**config.mk**
```make
export PLATFORM = sky130hd
export DESIGN_NAME = fetch_sequencer
export DESIGN_NICKNAME = d
export VERILOG_FILES = /design/src/rtl/fetch_pkg.sv /design/src/rtl/byte_word_assembler.sv /design/src/rtl/fetch_sequencer.sv
export SDC_FILE = /design/constraint.sdc
export NUM_CORES = 1
export LEC_CHECK = 0
export CAP_MARGIN = 10
export CORE_MARGIN = 2
export CORE_UTILIZATION = 35
export DETAILED_ROUTE_END_ITERATION = 8
export DONT_BUFFER_PORTS = 1
export MAX_ROUTING_LAYER = met4
export PLACE_DENSITY = 0.58
export RECOVER_POWER = 100
export SKIP_CTS_REPAIR_TIMING = 1
export SLEW_MARGIN = 30
export SYNTH_ARGS = -nofsm -noshare
export SYNTH_HDL_FRONTEND = slang
export SYNTH_SLANG_ARGS = --single-unit
```
**constraint.sdc**
```tcl
create_clock -name clk -period 4.3 [get_ports clk]
set_clock_uncertainty 0.2 [all_clocks]
set_input_delay 0.215 -clock clk [delete_from_list [all_inputs] [get_ports clk]]
set_output_delay 0.215 -clock clk [all_outputs]
set_load 0.01 [all_outputs]
```
**src/rtl/fetch_pkg.sv**
```systemverilog
// Shared fetch definitions: word geometry and the fetch FSM state set.
// Imported by fetch_sequencer and byte_word_assembler.
package fetch_pkg;

   localparam int BYTES_PER_WORD = 4;
   localparam int IDX_W          = 2;

   typedef enum logic [1:0] {
      IDLE,
      FETCH,
      DRAIN,
      HOLD
   } fetch_state_e;

endpackage

```
**src/rtl/byte_word_assembler.sv**
```systemverilog
// Packs returning instruction bytes into a 32-bit word, MSB first.
// Ports: clk, rst (sync, active-low), clear, pend, idx, rdata -> word.
module byte_word_assembler
   import fetch_pkg::*;
(
   input  logic             clk,
   input  logic             rst,
   input  logic             clear,
   input  logic             pend,
   input  logic [IDX_W-1:0] idx,
   input  logic [7:0]       rdata,
   output logic [31:0]      word
);

   logic [4:0] lsb;

   // Byte k lands in bits [31-8k -: 8], i.e. base 8*(3-k).
   assign lsb = {~idx, 3'b000};

   always_ff @(posedge clk) begin
      if (!rst) begin
         word <= '0;
      end else if (clear) begin
         word <= '0;
      end else if (pend) begin
         word[lsb +: 8] <= rdata;
      end
   end

endmodule

```
**src/rtl/fetch_sequencer.sv**
```systemverilog
// Fetch sequencer: owns the PC, reads four bytes per word, hands words to decode.
// Ports: clk, rst, enable, redirect/redirect_pc, mem_* byte port, instr* handshake, busy.
module fetch_sequencer
   import fetch_pkg::*;
#(
   parameter int          ADDR_W   = 7,
   parameter int unsigned RESET_PC = 0
) (
   input  logic              clk,
   input  logic              rst,
   input  logic              enable,
   input  logic              redirect,
   input  logic [ADDR_W-1:0] redirect_pc,
   output logic              mem_rd_en,
   output logic [ADDR_W-1:0] mem_addr,
   input  logic [7:0]        mem_rdata,
   output logic [31:0]       instr,
   output logic [ADDR_W-1:0] instr_pc,
   output logic              instr_valid,
   input  logic              instr_ready,
   output logic              busy
);

   localparam logic [ADDR_W-1:0] ALIGN_MASK =
      ~ADDR_W'(BYTES_PER_WORD - 1);
   localparam logic [ADDR_W-1:0] PC0 =
      ADDR_W'(RESET_PC) & ALIGN_MASK;
   localparam logic [IDX_W-1:0] LAST =
      IDX_W'(BYTES_PER_WORD - 1);

   fetch_state_e      state, state_n;
   logic [ADDR_W-1:0] pc, pc_n;
   logic [ADDR_W-1:0] ipc_n;
   logic [IDX_W-1:0]  cnt, cnt_n;
   logic              pend, pend_n;
   logic [IDX_W-1:0]  pidx;

   always_ff @(posedge clk) begin
      if (!rst) begin
         state    <= IDLE;
         pc       <= PC0;
         cnt      <= '0;
         pend     <= 1'b0;
         pidx     <= '0;
         instr_pc <= '0;
      end else begin
         state    <= state_n;
         pc       <= pc_n;
         cnt      <= cnt_n;
         pend     <= pend_n;
         pidx     <= cnt;
         instr_pc <= ipc_n;
      end
   end

   always_comb begin
      state_n = state;
      pc_n    = pc;
      cnt_n   = cnt;
      ipc_n   = instr_pc;
      // The byte read in a redirect cycle is never captured.
      pend_n  = mem_rd_en & ~redirect;
      if (redirect) begin
         state_n = enable ? FETCH : IDLE;
         pc_n    = redirect_pc & ALIGN_MASK;
         cnt_n   = '0;
      end else begin
         unique case (state)
            IDLE: begin
               cnt_n = '0;
               if (enable) state_n = FETCH;
            end
            FETCH: begin
               cnt_n = cnt + IDX_W'(1);
               if (cnt == LAST) state_n = DRAIN;
            end
            DRAIN: begin
               state_n = HOLD;
               ipc_n   = pc;
            end
            HOLD: begin
               if (instr_ready) begin
                  pc_n    = pc + ADDR_W'(BYTES_PER_WORD);
                  state_n = enable ? FETCH : IDLE;
               end
            end
            default: state_n = IDLE;
         endcase
      end
   end

   // pc is word aligned, so pc+cnt is a plain concatenation.
   assign mem_rd_en   = (state == FETCH);
   assign mem_addr    = mem_rd_en ? {pc[ADDR_W-1:IDX_W], cnt} : '0;
   assign instr_valid = (state == HOLD);
   assign busy        = (state != IDLE);

   byte_word_assembler u_asm (
      .clk   (clk),
      .rst   (rst),
      .clear (redirect),
      .pend  (pend),
      .idx   (pidx),
      .rdata (mem_rdata),
      .word  (instr)
   );

endmodule

```
==> metrics.txt, run 1 <==
Leakage 0.8674 nW; Chip Width 82.12 um; core area 5921 um2; most common cell in the netlist dfxtp_1; htree depth 2; RR Startpoint pidx[0]$_SDFF_PN0_; TritonCTS clock tree yes; slowest stage delay, CP 1040 ps; share of cells above drive strength 1 4.661%; routed len/inst 16.98 um; critical path class reg -> reg; Yosys warning count 0; Clock Power Share 33.1%; worst hold slack 7.140 ps; Tmin final 2854 ps; global-route wire length before repair 7417 um; Bufs and invs on worst path 1; number of fill cells 596; DRT Wirelength 5281 um; GRT overflow 0; Min-Delay Path Class in -> reg; Post-Syn Area 2136 um2; ANT cells 0; fin crit share 66.37%; area grow syn2layout 11.42%; family with the most delay on the worst path simple AND/OR/NAND/NOR gates; most common library cells after synthesis dfxtp_1 (49), nor2_1 (27), a32oi_1 (24); Via density 5.360; Sw Ratio 25.72%; status finished clean; CP max FO 14; cts bufs inserted 5; Worst path depth 5; Total GRT Usage 14.99%; Port-buffer cells 0; Cell variety after synth 37; top post-synthesis cells by area dfxtp_1 (46%), a32oi_1 (9.8%), ha_1 (6.4%); Fmax achieved 350.4 MHz; # IOs 69; Power Internal 0.6027 mW; Starting Density 36.07%; biggest area consumer among synthesized cells dfxtp_1; Async SR Flop Fraction 0%; clk slew on worst S/H paths 90 ps; worst skew pair latency 300 ps; WHS Endpoint pc[4]$_SDFFE_PN0P_; Combinational Power Share 8.8%; via count of the first global-routing pass 1412; largest net degree at the start of global routing 36; die area 6743 um2; Hold Path Depth 3; Hold Fails Final Rpt 0; register area share after synthesis 45.93%; FF-to-FF setup slack 1450 ps; hold path start instr_ready; total clock sinks 49; post-DP HPWL 3480 um; crit path cell chain inv_1 -> ha_1 -> nor4bb_1 -> nand3_1 -> a21oi_1; Rel. slew slack 11.01%; crit path DAT 2890 ps; Die Span Y 82.12 um; most frequently used flop master after synthesis dfxtp_1; Tightest Pin Transition 1317 ps; sw power 0.2087 mW; flop and latch count out of synthesis 49; Setup Viol. Count Final 0; share of the synthesized area in the top cell type 45.93%; share of power burned in registers 58.0%; clk buf depth 2; max cap viols 0; 1st-pass router iterations 4; FF-to-FF End u_asm.word[16]$_SDFFE_PP0P_; required time of the worst setup path 4340 ps; DR vias 1667; initial antenna violation count 0; Detail Route Antenna Nets 0; nets 266; setup TNS 0 ps; row count 28; Avg Cell Area, Syn 9.409 um2; PD cells 340.9 nW/um2; Peak VDD IR 151.3 uV; CP Capture Type register; RSZ-0062 raised after global routing no; Clock Tree Root clkbuf_8; CP max stage cell nor4bb_1; Mapped Cells 227; R2R depth 5; drc violations 0; Critical Path Source Type register; RD Place Congestion 0.7681; EDFF count, synth 0; max-slew violations 0; initial drt markers 101
==> sequential cells by signal (all words and copies together) (netlist names) <==
| register | cells |
|---|---|
| pc | 5 |
| u_asm.word | 32 |
| pend | 1 |
| instr_pc | 5 |
| state | 2 |
| pidx | 2 |
| cnt | 2 |
==> stage by stage <==
step | area [um2] | worst slack [ps] | cells | total power [mW] | util [%]
5_1_grt | 2380 | 1242 | 311 | 0.8475 | 40.19
3_3_place_gp | 2146 | 1583 | 288 | 0.5336 | 36.24
2_1_floorplan | 2140 | 2561 | 228 | 0.5279 | -
6_report | 2380 | 1446 | 311 | 0.8114 | 40.19
3_5_place_dp | 2152 | 1906 | 288 | 0.5353 | 36.35
4_1_cts | 2238 | 1870 | 296 | 0.8005 | 37.81
==> routing by layer <==
metal  vias up  track usage, %  share of wire [%]
li1        824               -                  -
met4         0           5.500                1.4
met5         -               -                  0
met3         8           6.196                9.4
met1       776           19.93                 44
met2        59           20.24                 46
==> cell families after synthesis <==
logic type,synth area share (%)
buffers and inverters,5.507
XOR/XNOR,0.8203
adder cells (fa/ha/maj),6.444
multiplexers,3.339
AO/OA/AOI/OAI,17.22
flip-flops,45.93
AND/OR/NAND/NOR,20.56
other,0.1756
==> power by group through the flow <==
stage	registers [mW]	clock network (mW)	logic (mW)
after floorplan	0.478	0	0.0497
after global placement	0.481	0	0.0524
after detailed placement	0.482	0	0.0537
after CTS	0.471	0.276	0.0539
after global routing	0.473	0.296	0.0793
final	0.471	0.269	0.0716
==> worst register-to-register path, stage by stage, from the launching register on <==
cell and delay [ps]:
dfxtp_1 680, inv_1 150, ha_1 360, nor4bb_1 1040
nand3_1 180, a21oi_1 190
==> placed cells by master, fill, tap and decap left out, types with 2 or more instances in the layout <==
cell,Yosys,layout
a31oi_1,3,3
dlygate4sd3_1,0,15
clkinv_2,0,2
and2_0,1,9
dfxtp_1,49,49
nand2b_1,7,7
inv_1,5,5
and3_1,2,2
a32oi_1,24,24
a21oi_1,13,13
o21ai_0,5,5
nand3_1,11,11
nand2_1,13,14
o211a_1,2,2
nor2b_1,6,6
ha_1,11,11
or3_1,2,2
conb_1,1,2
clkbuf_8,0,5
mux2i_1,6,6
nor2_1,27,27
==> area by class of cell <==
cell class | count | area, um2 | share of cell area (%)
Clock buffer | 5 | 68.82 | 2.892
Timing Repair Buffer | 16 | 157.7 | 6.625
Tap cell | 75 | 93.84 | 3.943
Clock inverter | 3 | 17.52 | 0.7361
Multi-Input combinational cell | 157 | 1039 | 43.64
Inverter | 6 | 22.52 | 0.9464
Sequential cell | 49 | 980.9 | 41.22
==> worst max path at each step <==
stage	from	endpoint	slack, ps
finish	pidx[0]$_SDFF_PN0_	u_asm.word[16]$_SDFFE_PP0P_	1450
global route	pidx[0]$_SDFF_PN0_	u_asm.word[19]$_SDFFE_PP0P_	1240
CTS	pidx[0]$_SDFF_PN0_	u_asm.word[21]$_SDFFE_PP0P_	1870
detailed placement	pidx[0]$_SDFF_PN0_	u_asm.word[23]$_SDFFE_PP0P_	1910
global placement	pidx[0]$_SDFF_PN0_	u_asm.word[18]$_SDFFE_PP0P_	1580
floorplan	pidx[0]$_SDFF_PN0_	u_asm.word[0]$_SDFFE_PP0P_	2560
Note: power is estimated with default switching activity, not from simulation.
==> inputs of run 2 (changes only) <==
--- a/config.mk
+++ b/config.mk
@@ -5,13 +5,14 @@
 export SDC_FILE = /design/constraint.sdc
 export NUM_CORES = 1
 export LEC_CHECK = 0
+export ABC_AREA = 1
 export CAP_MARGIN = 10
 export CORE_MARGIN = 2
 export CORE_UTILIZATION = 35
 export DETAILED_ROUTE_END_ITERATION = 8
 export DONT_BUFFER_PORTS = 1
 export MAX_ROUTING_LAYER = met4
-export PLACE_DENSITY = 0.58
+export PLACE_DENSITY = 0.6
 export RECOVER_POWER = 100
 export SKIP_CTS_REPAIR_TIMING = 1
 export SLEW_MARGIN = 30
==> constraint.sdc (replaced) <==
create_clock -name clk -period 2.6 [get_ports clk]
set_clock_uncertainty 0.2 [all_clocks]
set_input_delay 0.13 -clock clk [delete_from_list [all_inputs] [get_ports clk]]
set_output_delay 0.13 -clock clk [all_outputs]
set_load 0.01 [all_outputs]
==> run 2 against run 1 <==
Net effect: wire length rose by 1.5%; first-iteration DRC count fell by 14%; core utilization rose by 0.77 points; combinational power is 130% higher; worst hold slack worse by 15 ps; critical path depth stayed put; the flow now finishes with violations (hold timing).
==> metrics.txt, run 2 <==
family with the most delay on the worst path buffers and inverters; CP Capture Type register; total clock sinks 49 (unchanged); commonest non-fill, non-tap cell in the layout nand2_1; Setup WS post-layout 411.8 ps (-1034 ps); slowest stage delay, CP 770 ps (-270 ps); worst skew pair latency 290 ps (about the same); Fmax achieved 457.0 MHz; TritonCTS clock tree yes; setup TNS 0 ps (unchanged); biggest area consumer among synthesized cells dfxtp_1; share of cells above drive strength 1 4.154% (-0.51 points); share of the synthesized area in the top cell type 42.04% (-3.9 points); nets 368 (+38%); max cap viols 0 (unchanged); EDFF count, synth 0 (unchanged); clk slew on worst S/H paths 80 ps (about the same); critical path class in -> reg; DRT Wirelength 5359 um (+1.5%); post-DP HPWL 3841 um (+10%); Critical Path Source Type input pin; Async SR Flop Fraction 0% (unchanged); clk buf depth 2 (unchanged); Tightest Pin Transition 642.3 ps (-674.5 ps); area grow syn2layout 12.12%; RD Place Congestion 0.8418 (+9.6%); Leakage 1.124 nW (+30%); Mapped Cells 323 (+42%); Top Registers u_asm.word: 32 flops, instr_pc: 5 flops, pc: 5 flops; Yosys warning count 0 (unchanged); most common library cells after synthesis nand2_1 (84), dfxtp_1 (49), inv_1 (39); Tmin final 2188 ps; GRT overflow 0 (unchanged); crit path cell chain dlygate4sd3_1 -> inv_1 -> nor2_1 -> inv_2 -> a21oi_1; Chip Width 85.65 um (+4.3%); top post-synthesis cells by area dfxtp_1 (42%), nand2_1 (14%), a21oi_1 (7.5%); most common cell in the netlist nand2_1; Rel. slew slack 57.02% (+46 points); # IOs 69 (unchanged); core area 6386 um2 (+7.9%); crit path DAT 2210 ps (-680 ps); Reg with most FFs u_asm.word; most frequent cells in the layout nand2_1 (84), dfxtp_1 (49), inv_1 (40), a21oi_1 (39), nor2_1 (28); Cell variety after synth 24 (-35%); most frequently used flop master after synthesis dfxtp_1; max FFs per register 32 (unchanged); ANT cells 0 (unchanged); worst slack, placed 643.2 ps (-1263 ps); CP max stage cell dlygate4sd3_1; die area 7336 um2 (+8.8%); cts bufs inserted 5 (unchanged); row count 29 (+3.6%); routed len/inst 12.94 um (-24%); status finished, violations left; global-route wire length before repair 8818 um (+19%); Total GRT Usage 15.19% (+0.19 points); Bufs and invs on worst path 3 (+2); htree depth 2 (unchanged); via count of the first global-routing pass 1791 (+27%); violated checks hold timing; Die Span Y 85.65 um (+4.3%); Detail Route Antenna Nets 0 (unchanged); register area share after synthesis 42.04% (-3.9 points); Via density 4.836 (-9.8%); Peak VDD IR 243.3 uV (+61%); Clock Tree Root clkbuf_8; largest net degree at the start of global routing 27 (-25%); PD cells 533.1 nW/um2 (+56%); placed insts 389 (+35%); Hold Fails Final Rpt 1 (+1); flop and latch count out of synthesis 49 (unchanged); post-placement cell area 2370 um2 (+10%); Finished Cell Area 2616 um2 (+9.9%); worst hold slack -7.792 ps (-14.93 ps); fin crit share 84.16%; initial antenna violation count 0 (unchanged); Starting Density 36.54% (+0.47 points); max-slew violations 0 (unchanged); RSZ-0062 raised after global routing no; 1st-pass router iterations 4 (unchanged); CP max FO 26 (+12); required time of the worst setup path 2620 ps (-1720 ps); Setup Viol. Count Final 0 (unchanged); DR vias 2002 (+20%); Post-Syn Area 2333 um2 (+9.3%); Avg Cell Area, Syn 7.224 um2 (-23%); drc violations 0 (unchanged); Min-Delay Path Class in -> reg; Finished Layout Cells 414 (+33%); Port-buffer cells 0 (unchanged); initial drt markers 87 (-14%); number of fill cells 688 (+15%)
[run 2: per-stage QoR]
step	utilization (%)	hold slack (ps)	total power, mW
3_3_place_gp	37.11	35.84	0.9388
3_5_place_dp	37.11	33.85	0.9407
5_1_grt	40.97	30.91	1.474
4_1_cts	38.46	-283.0	1.390
2_1_floorplan	-	85.19	0.9166
6_report	40.97	-7.792	1.395
[run 2: area by class of cell]
| cell class | instances | area (um2) | share of cell area (%) |
|---|---|---|---|
| sequential | 49 | 980.9 | 37.49 |
| inverter | 41 | 153.9 | 5.882 |
| tap | 77 | 96.34 | 3.682 |
| timing repair buffer | 19 | 187.7 | 7.174 |
| clock buffer | 7 | 86.33 | 3.300 |
| multi-input combinational | 221 | 1111 | 42.47 |
[run 2: final timing paths]
path / start / to / slack [ps] / depth (start not counted)
worst max-delay path: rst / u_asm.word[15]$_SDFFE_PP0P_ / 410 / 5
worst min-delay path: enable / state[0]$_SDFFE_PN0P_ / -8 / 5
worst max register to register: state[1]$_SDFFE_PN0P_ / pc[2]$_SDFFE_PN0P_ / 430 / 6
worst min register to register: cnt[1]$_SDFFE_PP0P_ / pidx[1]$_SDFF_PN0_ / 270 / 2
[run 2: tightest hold or removal path: cells and delay by family]
family                 cells  cell delay [ps]
buffers and inverters      1               30
and+or+nand+nor            4              280
[run 2: cell families (layout without fill, tap and decap cells)]
group | count (synthesis) | after routing | synth area share (%)
other cells | 1 | 2 | 0.1607
compound gates | 59 | 59 | 13.78
simple gates | 149 | 149 | 28.47
buf+inv | 54 | 67 | 9.652
fa+ha+maj | 11 | 11 | 5.898
flops | 49 | 49 | 42.04
[run 2: per-layer routing]
metal	routed length (um)	GRT usage, %	vias to the layer above
met5	0	-	-
met4	27	3.030	0
met3	321	4.331	3
met2	2629	24.01	58
met1	2381	19.51	881
li1	-	-	1060
[run 2: power breakdown]
group          switching [mW]  internal [mW]
clock                   0.233          0.211
combinational           0.105         0.0584
sequential             0.0201          0.767
==> inputs of run 3 (changes only) <==
==> constraint.sdc (replaced) <==
create_clock -name clk -period 1.8 [get_ports clk]
set_clock_uncertainty 0.2 [all_clocks]
set_input_delay 0.09 -clock clk [delete_from_list [all_inputs] [get_ports clk]]
set_output_delay 0.09 -clock clk [all_outputs]
set_load 0.01 [all_outputs]
==> run 3 against run 2 <==
Net effect: the flow still finishes with violations (hold timing); cell count up 1.9%; design area up 3.5%; critical path depth up 1; via count up 2.6%; sequential cell count unchanged; critical endpoint is now u_asm.word[11]$_SDFFE_PP0P_; clock power up 43%; count of clock-buffer cells in the layout unchanged; first-iteration DRC count down 28%.
==> metrics.txt, run 3 (synthesized netlist as in run 2, its figures left out) <==
worst skew pair latency 300 ps (about the same); slowest stage delay, CP 370 ps (-400 ps); largest net degree at the start of global routing 27 (unchanged); GRT Max-Usage Layer met2; total power 2.009 mW (+44%); core area 6386 um2 (unchanged); Tmin final 1704 ps; row count 29 (unchanged); status finished, violations left; CP max FO 8 (-69%); htree depth 2 (unchanged); drc violations 0 (unchanged); Hold Fails Final Rpt 12 (+11); family with the most delay on the worst path simple AND/OR/NAND/NOR gates; Detail Route Antenna Nets 0 (unchanged); CP startpoint pidx[1]$_SDFF_PN0_; area grow syn2layout 16.09%; Top Registers u_asm.word: 32 flops, instr_pc: 5 flops, pc: 5 flops; PD cells 741.6 nW/um2 (+39%); FF-to-FF setup slack 100 ps (-330 ps); DR vias 2055 (+2.6%); Power Internal 1.472 mW (+42%); RD Place Congestion 0.8227 (-2.3%); Via density 4.870 (+0.70%); setup TNS 0 ps (unchanged); clk buf depth 2 (unchanged); Sw Ratio 26.75% (+1.1 points); max cap viols 0 (unchanged); sw power 0.5374 mW (+50%); fin crit share 94.69%; RR Startpoint pidx[1]$_SDFF_PN0_; Fmax achieved 586.7 MHz; Leakage 1.143 nW (+1.7%); required time of the worst setup path 1820 ps (-800 ps); post-placement cell area 2441 um2 (+3.0%); Total GRT Usage 14.98% (-0.21 points); global-route wire length before repair 8611 um (-2.3%); most frequent cells in the layout nand2_1 (84), dfxtp_1 (47), inv_1 (35), a21oi_1 (34), nor2_1 (26); Starting Density 36.54% (unchanged); number of fill cells 672 (-2.3%); 1st-pass router iterations 4 (unchanged); initial antenna violation count 0 (unchanged); Combinational Power Share 11.8% (about the same); Setup WS post-layout 95.64 ps (-316.1 ps); crit path DAT 1730 ps (-480 ps); worst hold slack -286.8 ps (-279.0 ps); Critical Path Source Type register; CP Capture Type register; nets 375 (+1.9%); routed len/inst 12.88 um (-0.52%); RSZ-0062 raised after global routing yes; die area 7336 um2 (unchanged); Peak VDD IR 486.8 uV (+100%); cts bufs inserted 5 (unchanged); grt met2 use 24.86% (+0.85 points); Setup Viol. Count Final 0 (unchanged); Port-buffer cells 0 (unchanged); DRT Wirelength 5434 um (+1.4%); # IOs 69 (unchanged); max FFs per register 32 (unchanged); Clock Tree Root clkbuf_8; share of power burned in registers 56.6% (+0.2 points); critical path class reg -> reg; via count of the first global-routing pass 1807 (+0.89%); Die Span Y 85.65 um (unchanged); CP max stage cell dfxtp_2; crit path capture u_asm.word[11]$_SDFFE_PP0P_; ANT cells 0 (unchanged); clk slew on worst S/H paths 90 ps (about the same); commonest non-fill, non-tap cell in the layout nand2_1; Finished Cell Area 2709 um2 (+3.5%); FF-to-FF End u_asm.word[11]$_SDFFE_PP0P_; Chip Width 85.65 um (unchanged); max-slew violations 0 (unchanged); post-DP HPWL 4015 um (+4.5%); TritonCTS clock tree yes; R2R depth 6 (unchanged); Min-Delay Path Class in -> reg; met3 GRT Util 3.850% (-0.48 points); GRT overflow 0 (unchanged); worst slack, placed 101.4 ps (-541.8 ps); crit path cell chain inv_2 -> ha_4 -> clkinvlp_4 -> nor3_4 -> nand2_1 -> a21oi_1; met1 Track Usage GR 18.32% (-1.2 points); Worst path depth 6 (+1); Bufs and invs on worst path 2 (-1); Reg with most FFs u_asm.word; initial drt markers 63 (-28%); Hold Path Depth 2 (-3); total clock sinks 49 (unchanged); share of cells above drive strength 1 11.59% (+7.4 points); violated checks hold timing; Clock Power Share 31.5% (-0.4 points)
[run 3: cell count changes in the layout (fill, tap and decap cells not counted), moves of 3 or more]
cell           delta
a21oi_1           -5
a21oi_2           +5
buf_4             +9
clkinvlp_4        +3
dlygate4sd3_1     -4
inv_1             -5
[run 3: worst min-delay path by stage]
stage,start,endpoint,slack (ps)
6_report,rst,instr_pc[3]$_SDFFE_PN0P_,-290
5_1_grt,rst,state[0]$_SDFFE_PN0P_,-290
4_1_cts,rst,pidx[1]$_SDFF_PN0_,-310
3_5_place_dp,rst,pidx[1]$_SDFF_PN0_,-5
3_3_place_gp,rst,pidx[0]$_SDFF_PN0_,-6
2_1_floorplan,redirect,pc[2]$_SDFFE_PN0P_,50
[run 3: through the flow]
step	utilization [%]	cells
2_1_floorplan	-	324
3_3_place_gp	38.22	396
3_5_place_dp	38.22	396
4_1_cts	39.54	404
5_1_grt	42.42	422
6_report	42.42	422
[run 3: worst reg2reg max path: cells and delay by family (launching register included)]
kind | cells | cell delay, ps
and+or+nand+nor | 2 | 450
DFF | 1 | 370
adders and majority gates | 1 | 280
buffers and inverters | 2 | 190
AOI/OAI and AO/OA | 1 | 150
[run 3: power by group through the flow]
stage / registers, mW / logic (mW) / clock network, mW
after global routing: 1.14 / 0.271 / 0.722
final: 1.14 / 0.237 / 0.634
after floorplan: 1.16 / 0.170 / 0
after CTS: 1.14 / 0.207 / 0.658
after detailed placement: 1.16 / 0.207 / 0
after global placement: 1.16 / 0.204 / 0
[run 3: final cells by class]
cell class | count | area, um2 | share of cell area, %
Clock inverter | 1 | 7.507 | 0.2771
Timing Repair Buffer | 26 | 224.0 | 8.268
Tap cell | 77 | 96.34 | 3.557
Sequential cell | 49 | 985.9 | 36.40
Multi-Input combinational cell | 221 | 1155 | 42.63
Clock buffer | 7 | 76.32 | 2.818
Inverter | 41 | 163.9 | 6.051
[run 3: layer usage]
metal  part of all wire, %  wire [um]
met5                     0          0
met4                  0.90         49
met3                   6.0        325
met2                    49       2685
met1                    44       2374
